==> src/rtl/keypad_matrix_emulator.sv <==
// keypad_matrix_emulator
// Passive end of a 4x4 row/column keypad scan. When a key is commanded it
// plays a press: closing bounce, solid hold, opening bounce, then an open gap.
// While the contact is closed it pulls the matching column low whenever the
// scanner strobes the latched row.
//
// state      | meaning
// -----------+-----------------------------------------------------------
// IDLE       | no key pressed, waiting for press_req
// BOUNCE_IN  | press bounce: closed P, open P, repeated T times
// HELD       | contact solidly closed for the hold time
// BOUNCE_OUT | release bounce: open P, closed P, repeated T times
// GAP        | contact open for the gap time before done
module keypad_matrix_emulator #(
  parameter int unsigned BOUNCE_PERIOD  = 2,
  parameter int unsigned BOUNCE_TOGGLES = 2,
  parameter int unsigned HOLD_CYCLES    = 10,
  parameter int unsigned GAP_CYCLES     = 4
) (
  input  logic       clk,
  input  logic       rst_n,
  input  logic [3:0] key_code,
  input  logic       press_req,
  output logic       busy,
  output logic       done,
  input  logic [3:0] rows,
  output logic [3:0] cols
);

  // Phase lengths with zero-clamping applied once, so every comparison
  // below sees the effective value.
  localparam logic [31:0] P_LEN  = (BOUNCE_PERIOD == 0) ? 32'd1 : 32'(BOUNCE_PERIOD);
  localparam logic [31:0] T_NUM  = 32'(BOUNCE_TOGGLES);
  localparam logic [31:0] H_LEN  = (HOLD_CYCLES == 0) ? 32'd1 : 32'(HOLD_CYCLES);
  localparam logic [31:0] G_LEN  = 32'(GAP_CYCLES);

  // Down-counters load "length - 1" and the phase ends when they reach 0.
  localparam logic [31:0] P_LAST = P_LEN - 32'd1;
  localparam logic [31:0] H_LAST = H_LEN - 32'd1;
  localparam logic [31:0] G_LAST = (G_LEN == 32'd0) ? 32'd0 : G_LEN - 32'd1;
  localparam logic [31:0] T_LAST = (T_NUM == 32'd0) ? 32'd0 : T_NUM - 32'd1;

  typedef enum logic [2:0] {
    IDLE       = 3'd0,
    BOUNCE_IN  = 3'd1,
    HELD       = 3'd2,
    BOUNCE_OUT = 3'd3,
    GAP        = 3'd4
  } state_t;

  state_t      state, state_nxt;
  logic [31:0] cnt, cnt_nxt;
  logic [31:0] toggles, toggles_nxt;
  logic        half, half_nxt;
  logic [3:0]  key, key_nxt;
  logic        contact;
  logic [3:0]  cols_nxt;

  // State, phase counters and latched key.
  always_ff @(posedge clk or negedge rst_n) begin
    if (!rst_n) begin
      state   <= IDLE;
      cnt     <= 32'd0;
      toggles <= 32'd0;
      half    <= 1'b0;
      key     <= 4'h0;
    end else begin
      state   <= state_nxt;
      cnt     <= cnt_nxt;
      toggles <= toggles_nxt;
      half    <= half_nxt;
      key     <= key_nxt;
    end
  end

  // Next-state logic; "half" selects the first or second half of a bounce pair.
  always_comb begin
    state_nxt   = state;
    cnt_nxt     = cnt;
    toggles_nxt = toggles;
    half_nxt    = half;
    key_nxt     = key;
    case (state)
      IDLE: begin
        if (press_req) begin
          key_nxt  = key_code;
          half_nxt = 1'b0;
          if (T_NUM != 32'd0) begin
            state_nxt   = BOUNCE_IN;
            cnt_nxt     = P_LAST;
            toggles_nxt = T_LAST;
          end else begin
            state_nxt = HELD;
            cnt_nxt   = H_LAST;
          end
        end
      end
      BOUNCE_IN: begin
        if (cnt != 32'd0) begin
          cnt_nxt = cnt - 32'd1;
        end else if (!half) begin
          half_nxt = 1'b1;
          cnt_nxt  = P_LAST;
        end else if (toggles != 32'd0) begin
          toggles_nxt = toggles - 32'd1;
          half_nxt    = 1'b0;
          cnt_nxt     = P_LAST;
        end else begin
          state_nxt = HELD;
          half_nxt  = 1'b0;
          cnt_nxt   = H_LAST;
        end
      end
      HELD: begin
        if (cnt != 32'd0) begin
          cnt_nxt = cnt - 32'd1;
        end else if (T_NUM != 32'd0) begin
          state_nxt   = BOUNCE_OUT;
          half_nxt    = 1'b0;
          cnt_nxt     = P_LAST;
          toggles_nxt = T_LAST;
        end else if (G_LEN != 32'd0) begin
          state_nxt = GAP;
          cnt_nxt   = G_LAST;
        end else begin
          state_nxt = IDLE;
        end
      end
      BOUNCE_OUT: begin
        if (cnt != 32'd0) begin
          cnt_nxt = cnt - 32'd1;
        end else if (!half) begin
          half_nxt = 1'b1;
          cnt_nxt  = P_LAST;
        end else if (toggles != 32'd0) begin
          toggles_nxt = toggles - 32'd1;
          half_nxt    = 1'b0;
          cnt_nxt     = P_LAST;
        end else if (G_LEN != 32'd0) begin
          state_nxt = GAP;
          half_nxt  = 1'b0;
          cnt_nxt   = G_LAST;
        end else begin
          state_nxt = IDLE;
          half_nxt  = 1'b0;
        end
      end
      GAP: begin
        if (cnt != 32'd0) begin
          cnt_nxt = cnt - 32'd1;
        end else begin
          state_nxt = IDLE;
        end
      end
      default: begin
        state_nxt = IDLE;
      end
    endcase
  end

  // Contact closes in the first half of a press-bounce pair and in the
  // second half of a release-bounce pair, and throughout the hold.
  always_comb begin
    contact = ((state == BOUNCE_IN) && !half) ||
              (state == HELD) ||
              ((state == BOUNCE_OUT) && half);
  end

  // Column pattern seen by the scanner for the current contact and row strobe.
  always_comb begin
    cols_nxt = 4'hF;
    if (contact && !rows[key[3:2]]) begin
      cols_nxt[key[1:0]] = 1'b0;
    end
  end

  assign busy = (state != IDLE);

  // Registered column drive and completion pulse; reset cuts any pending done.
  always_ff @(posedge clk or negedge rst_n) begin
    if (!rst_n) begin
      cols <= 4'hF;
      done <= 1'b0;
    end else begin
      cols <= cols_nxt;
      done <= (state != IDLE) && (state_nxt == IDLE);
    end
  end

endmodule

==> config.mk <==
export PLATFORM = sky130hd
export DESIGN_NAME = keypad_matrix_emulator
export DESIGN_NICKNAME = d
export VERILOG_FILES = /design/src/rtl/keypad_matrix_emulator.sv
export SDC_FILE = /design/constraint.sdc
export NUM_CORES = 1
export LEC_CHECK = 0
export CAP_MARGIN = 20
export CORE_UTILIZATION = 54
export DETAILED_ROUTE_END_ITERATION = 8
export GPL_TIMING_DRIVEN = 0
export PLACE_DENSITY = 0.84
export SLEW_MARGIN = 40
export SYNTH_ARGS = -nofsm -noshare
export SYNTH_HDL_FRONTEND = slang
export SYNTH_SLANG_ARGS = --single-unit
==> constraint.sdc <==
create_clock -name clk -period 5.05 [get_ports clk]
set_input_delay 0.505 -clock clk [delete_from_list [all_inputs] [get_ports clk]]
set_output_delay 0.505 -clock clk [all_outputs]
set_load 0.02 [all_outputs]
==> metrics.cfg, run 1 <==
[clock_network]
cts_max_path_buffers=2
clkSinkCount=77
cts_setup_buffers=0
cts_tree=yes
holdBufCountCts=1
cts_root_buf=clkbuf_8
cts_buffers=9
ctsResizeCount=0
clkLatencyLatePin_ps=360
path_clk_slew_ps=80
cts_htree_levels=3

[synth]
ys_seq_elements=77
async_flop_share_pct=100
synth_area_leaders=dfrtp_1, or4_1, nor2_1, a21oi_1, o211ai_1
synth_flop_cell=dfrtp_1
synth_edf_count=0
postSynthAreaPerCell_sq_um=9.35
yosysTopAreaCell=dfrtp_1
syn_inst=471
ys_seq_area_share_pct=43.9
syn_nets=485
synth_top_area_share_pct=41.5
syn-cell-area_sq_um=4400
ys_types=68
yosysWarnings=0

[setup_path]
cp_slowest_stage_delay_ps=620
path_class=reg2reg
timing.rr.start=toggles[0]$_DFFE_PN0P_
worstPathCellList=inv_1 > ha_1 > or3b_2 > clkbuf_1 > or4b_1 > or4_1 > clkbuf_4 > o211ai_2 > buf_6 > buf_4 > o21ai_0 > o41ai_1
arrival_ps=3610
worst_path_max_delay_cell=or4b_1
required_ps=5290
crit_cells=12
critPathTopFamily=simple AND/OR/NAND/NOR gates
worstSetupStartpointType=register
cp_max_fo=10
cp-end-kind=register
crit_buf_inv=5
r2r-end=toggles[9]$_DFFE_PN0P_
rrSetupSlack_ps=1680
reg2reg_depth=12

[global_routing]
grt_antenna_before_repair=0
grt_pass1_wl_mm=17.0
grtUsageTotal_pct=25.3
grt_max_degree=61
grt_pass1_vias=3585
gr-total-overflow=0

[sta]
tns_ps=0
whs_ps=463
min_period_ps=3370
max_freq_ghz=0.296
fin_ws_ps=1680
fin_crit_sh_pct=66.8
fin_skew_ps=10.8
worstMarginPinSlew_ps=767
grt_setup_unrepaired=no
finalSetupViolCount=0
hold_violations=0
maxSlewViolCount=0
maxSlewHeadroom_pct=48.4

[detailed_routing]
first_iter_violations=308
wirelength_mm=9.94
vias=3859
dr.pass1.iters=5
post-route-drc-count=0
via_per_inst=6.36
wl_per_cell_microns=16.4
route.antenna.remaining_nets=0

[layout]
n_fill_cell=659
n_antenna_cell=0
layout_commonest_cell=dfrtp_1
drive_gt1_share_pct=11.9
final_cell_mix=dfrtp_1, nor2_1, nand2_1, a21oi_1, or4_1
postLayoutCoreUtil_pct=63.1
fin_nets=514
area_growth_pct=12.0
fin_area_sq_um=4930
final_cells=607

[placed_design]
place_inst=590
place.gp.congestion=0.878
portBuffers=16
hpwl_mm=7.02
placed_area_sq_um=4720
pre_cts_slack_ps=1700

[hold_path]
min_to=cols[1]$_DFF_PN1_
min_path_type=reg2reg
min_path_cells=1
worstHoldStart=key[0]$_DFFE_PN0P_

[floorplanning]
io_pins=17
die_area_sq_um=8520
die_w_microns=92.3
dieHeight_microns=92.3
num_rows=32
core_area_sq_um=7810
start_util_pct=56.4

[pwr]
finalPower_mw=1.34
p_leak_nw=2.05
peakVddDrop_mv=0.200
power_density_nw_per_um2=273

[status]
status=complete, no violations

[job]
drv_cap=0

layout make-up:
type | count | area, sq um | share of cell area [%]
plain buffers | 27 | 170 | 3.45
clock buffers | 10 | 138 | 2.79
clock inverters | 6 | 62.6 | 1.27
inverters | 5 | 18.8 | 0.381
multi-input cells | 362 | 2280 | 46.3
flip-flops and latches | 77 | 1930 | 39.2
well taps | 102 | 128 | 2.59
repair buffers | 18 | 199 | 4.04
worst register-to-register path, delay by kind of cell, from the launching register on:
family	cells	cell delay (ps)
compound gates	3	300
fa+ha+maj	1	170
buf+inv	5	830
flops	1	390
simple gates	3	1560
power by group:
part           internal (mW)  switching, mW  leakage (nW)
Combinational         0.0757         0.0958         0.944
Sequential             0.656         0.0398          1.01
Clock                  0.240          0.237        0.0943
Total                  0.972          0.372          2.05
cells by family after synthesis:
kind of cell	synth area share, %
xor gates and xnor gates	3.78
AOI/OAI and AO/OA	17.8
buffers and inverters	4.29
DFF	43.9
adders and majority gates	0.853
muxes	1.19
and+or+nand+nor	28.2
synthesized netlist by cell type, types with 4 or more instances:
| library cell | number |
|---|---|
| a21oi_1 | 30 |
| and3_1 | 4 |
| buf_6 | 4 |
| clkbuf_1 | 14 |
| dfrtp_1 | 73 |
| dfstp_2 | 4 |
| inv_1 | 5 |
| nand2_1 | 37 |
| nand2b_1 | 6 |
| nand3_1 | 9 |
| nand4b_1 | 4 |
| nor2_1 | 46 |
| nor3_1 | 11 |
| nor4_1 | 22 |
| o211ai_1 | 20 |
| o21ai_0 | 23 |
| o31ai_1 | 12 |
| o41ai_1 | 4 |
| or2_2 | 8 |
| or3_1 | 24 |
| or4_1 | 25 |
| xnor2_1 | 7 |
| xor2_1 | 12 |
sequential cells by signal, summed over array words and instances (netlist names):
signal	flops
half	1
toggles	32
cols	4
done	1
key	4
state	3
cnt	32
layer usage:
layer	share of wire [%]	wire length (microns)	track usage, %	up-vias
li1	-	-	-	1849
met1	46	4550	33.7	1887
met2	49	4850	41.2	114
met3	4.5	447	5.42	9
met4	0.95	94	8.07	0
met5	0	0	0	-
worst max-delay path by stage:
| stage | from | endpoint |
|---|---|---|
| 4_1_cts | toggles[0]$_DFFE_PN0P_ | toggles[9]$_DFFE_PN0P_ |
| 2_1_floorplan | toggles[0]$_DFFE_PN0P_ | toggles[8]$_DFFE_PN0P_ |
| 6_report | toggles[0]$_DFFE_PN0P_ | toggles[9]$_DFFE_PN0P_ |
| 5_1_grt | cnt[8]$_DFFE_PN0P_ | toggles[16]$_DFFE_PN0P_ |
| 3_3_place_gp | rst_n | cnt[18]$_DFFE_PN0P_ |
| 3_5_place_dp | toggles[0]$_DFFE_PN0P_ | toggles[9]$_DFFE_PN0P_ |
Power figures use the tool's default switching activity.
==> run 2, diff against run 1 <==
==> constraint.sdc (replaced) <==
create_clock -name clk -period 3.25 [get_ports clk]
set_input_delay 0.325 -clock clk [delete_from_list [all_inputs] [get_ports clk]]
set_output_delay 0.325 -clock clk [all_outputs]
set_load 0.02 [all_outputs]
==> run 2 against run 1 <==
Clock-buffer cell count unchanged. First-iteration DRC count increased by 13%. Clock skew rose by 1.6 ps. Utilization rose by 0.35 points. Flip-flop and latch count unchanged. Hold slack got worse by 110 ps. Setup slack worse by 1600 ps. Combinational power increased by 56%. Wire length increased by 1.0%. Sequential power increased by 55%. Critical endpoint is now toggles[21]$_DFFE_PN0P_. Largest cell class unchanged.
==> metrics.cfg, run 2 (synthesis results as in run 1) <==
[floorplanning]
start_util_pct=56.4  ; unchanged
num_rows=32  ; unchanged
io_pins=17  ; unchanged
die_area_sq_um=8520  ; unchanged
die_w_microns=92.3  ; unchanged
core_area_sq_um=7810  ; unchanged
dieHeight_microns=92.3  ; unchanged

[pwr]
peakVddDrop_mv=0.315  ; was 0.200 mV
power_density_nw_per_um2=423  ; was 273 nW/um^2
swShare_pct=28.0  ; was 27.7%
internal_power_mw=1.51  ; was 972 uW
p_leak_nw=2.05  ; about the same
clkPwrFrac_pct=35.5  ; about the same
p_comb_share_pct=12.8  ; about the same
power_frac_seq_pct=51.7  ; was 51.8%
p_sw_uw=587  ; was 372 uW

[sta]
worstMarginPinSlew_ps=683  ; was 767 ps
fin_crit_sh_pct=97.5  ; was 66.8%
finalSetupViolCount=0  ; unchanged
maxSlewHeadroom_pct=54.1  ; was 48.4%
maxSlewViolCount=0  ; unchanged
grt_setup_unrepaired=yes  ; was no
min_period_ps=3170  ; was 3370 ps
hold_violations=0  ; unchanged
fin_skew_ps=12.4  ; was 10.8 ps
max_freq_ghz=0.316  ; was 0.296 GHz

[global_routing]
gr-total-overflow=0  ; unchanged
grt_antenna_before_repair=0  ; unchanged
grt_pass1_wl_mm=17.0  ; about the same
grt_pass1_vias=3597  ; was 3585
grt_max_degree=61  ; unchanged
grtUsageTotal_pct=25.4  ; was 25.3%

[clock_network]
clkLatencyLatePin_ps=370  ; was 360 ps
cts_root_buf=clkbuf_8  ; unchanged
clkSinkCount=77  ; unchanged
cts_htree_levels=3  ; unchanged
cts_max_path_buffers=2  ; unchanged
cts_tree=yes  ; unchanged
cts_buffers=9  ; unchanged
path_clk_slew_ps=90  ; was 80 ps
cts_setup_buffers=0  ; unchanged

[layout]
final_cells=606  ; was 607
fin_nets=513  ; was 514
area_growth_pct=12.6  ; was 12.0%
reg_top3=cnt: 32 flops, toggles: 32 flops  ; unchanged
n_fill_cell=654  ; was 659
fin_area_sq_um=4960  ; was 4930 sq um
layout_commonest_cell=dfrtp_1  ; unchanged
drive_gt1_share_pct=12.7  ; was 11.9%
n_antenna_cell=0  ; unchanged
final_cell_mix=dfrtp_1, nor2_1, nand2_1, a21oi_1, or4_1  ; unchanged

[detailed_routing]
wirelength_mm=10.0  ; was 9.94 mm
first_iter_violations=349  ; was 308
wl_per_cell_microns=16.6  ; was 16.4 microns
via_per_inst=6.33  ; was 6.36
dr.pass1.iters=5  ; unchanged
vias=3839  ; was 3859
post-route-drc-count=0  ; unchanged
route.antenna.remaining_nets=0  ; unchanged

[setup_path]
worstSetupStartpointType=register  ; unchanged
worstPathCellList=or4_1 > or2_2 > clkbuf_1 > nor4_4 > o2111ai_2 > buf_6 > or3_4 > a21oi_2  ; was inv_1 > ha_1 > or3b_2 > clkbuf_1 > or4b_1 > or4_1 > clkbuf_4 > o211ai_2 > buf_6 > buf_4 > o21ai_0 > o41ai_1
path_class=reg2reg  ; unchanged
worst_path_max_delay_cell=or4_1  ; was or4b_1
cp-end-kind=register  ; unchanged
timing.rr.start=cnt[15]$_DFFE_PN0P_  ; was toggles[0]$_DFFE_PN0P_
crit_buf_inv=2  ; was 5
cp_max_fo=10  ; unchanged
arrival_ps=3470  ; was 3610 ps
critPathLaunch=cnt[15]$_DFFE_PN0P_  ; was toggles[0]$_DFFE_PN0P_
cp_slowest_stage_delay_ps=600  ; was 620 ps
required_ps=3550  ; was 5290 ps
critPathTopFamily=simple AND/OR/NAND/NOR gates  ; unchanged

[job]
drv_cap=0  ; unchanged

[hold_path]
min_path_type=in2async  ; was reg2reg

[placed_design]
portBuffers=16  ; unchanged
place.gp.congestion=0.878  ; unchanged
placed_area_sq_um=4720  ; unchanged
hpwl_mm=7.02  ; unchanged
place_inst=590  ; unchanged

[status]
status=complete, no violations  ; unchanged

-- run 2: cell count changes in the layout (fill, tap and decap cells not counted), sizes merged --
cell and change:
clkbuf -1
-- run 2: what timing repair did --
action / in CTS / in global routing
pin swaps: 0 / 2
setup endpoints to repair: 13 / 21
hold buffers: 1 / 0
gates resized for setup: 3 / 3
hold endpoints to repair: 17 / 0
-- run 2: power groups by stage --
| stage | Clock, mW | Sequential (mW) | Combinational (mW) |
|---|---|---|---|
| detailed placement | 0 | 1.10 | 0.263 |
| global route | 0.797 | 1.09 | 0.306 |
| finish | 0.744 | 1.08 | 0.269 |
| CTS | 0.759 | 1.08 | 0.268 |
| global placement | 0 | 1.10 | 0.250 |
| floorplan | 0 | 1.08 | 0.187 |
-- run 2: per-stage QoR --
| step | hold WS, ps | setup WS [ps] | total power [mW] | setup TNS, ps | util, % |
|---|---|---|---|---|---|
| 2_1_floorplan | 29.4 | 252 | 1.27 | 0 | - |
| 3_3_place_gp | 452 | -816 | 1.35 | -59180 | 60.1 |
| 3_5_place_dp | 176 | -98.9 | 1.36 | -546 | 60.4 |
| 4_1_cts | 350 | 13.5 | 2.11 | 0 | 63.3 |
| 5_1_grt | 352 | -35.5 | 2.20 | -60.6 | 63.5 |
| 6_report | 352 | 82.0 | 2.10 | 0 | 63.5 |
-- run 2: final timing paths --
check | end | slack [ps] | depth (start not counted)
min | toggles[14]$_DFFE_PN0P_ | 350 | 2
min reg2reg | cols[1]$_DFF_PN1_ | 460 | 1
max reg2reg | toggles[21]$_DFFE_PN0P_ | 80 | 8
min in group clk | cols[1]$_DFF_PN1_ | 460 | 1
max | toggles[21]$_DFFE_PN0P_ | 80 | 8
max in group asynchronous | cols[0]$_DFF_PN1_ | 2320 | 3
-- run 2: layer usage --
| layer | GRT usage [%] | vias to the layer above | wire length [microns] | part of all wire [%] |
|---|---|---|---|---|
| met5 | 0 | - | 0 | 0 |
| met4 | 7.94 | 0 | 119 | 1.2 |
| met3 | 5.42 | 12 | 412 | 4.1 |
| met2 | 41.7 | 82 | 4940 | 49 |
| met1 | 33.6 | 1903 | 4580 | 46 |
| li1 | - | 1842 | - | - |
-- run 2: worst reg2reg max path, stage by stage (launching register included) --
cell	delay [ps]
dfrtp_1	460
or4_1	600
or2_2	330
clkbuf_1	210
nor4_4	490
o2111ai_2	300
buf_6	240
or3_4	330
a21oi_2	140
-- run 2: cell type report --
type | instances | area, sq um | share of cell area (%)
multi-input combinational | 362 | 2310 | 46.7
sequential | 77 | 1930 | 39.0
timing repair buffer | 18 | 199 | 4.01
buffer | 26 | 166 | 3.36
clock buffer | 10 | 138 | 2.78
tap | 102 | 128 | 2.57
clock inverter | 6 | 62.6 | 1.26
inverter | 5 | 18.8 | 0.379
==> run 3, diff against run 2 <==
--- a/config.mk
+++ b/config.mk
@@ -5,7 +5,7 @@
 export SDC_FILE = /design/constraint.sdc
 export NUM_CORES = 1
 export LEC_CHECK = 0
-export CAP_MARGIN = 20
+export CAP_MARGIN = 10
 export CORE_UTILIZATION = 54
 export DETAILED_ROUTE_END_ITERATION = 8
 export GPL_TIMING_DRIVEN = 0
==> results of run 3 <==
The final DEF is identical to that of run 2; final timing and power are the same.
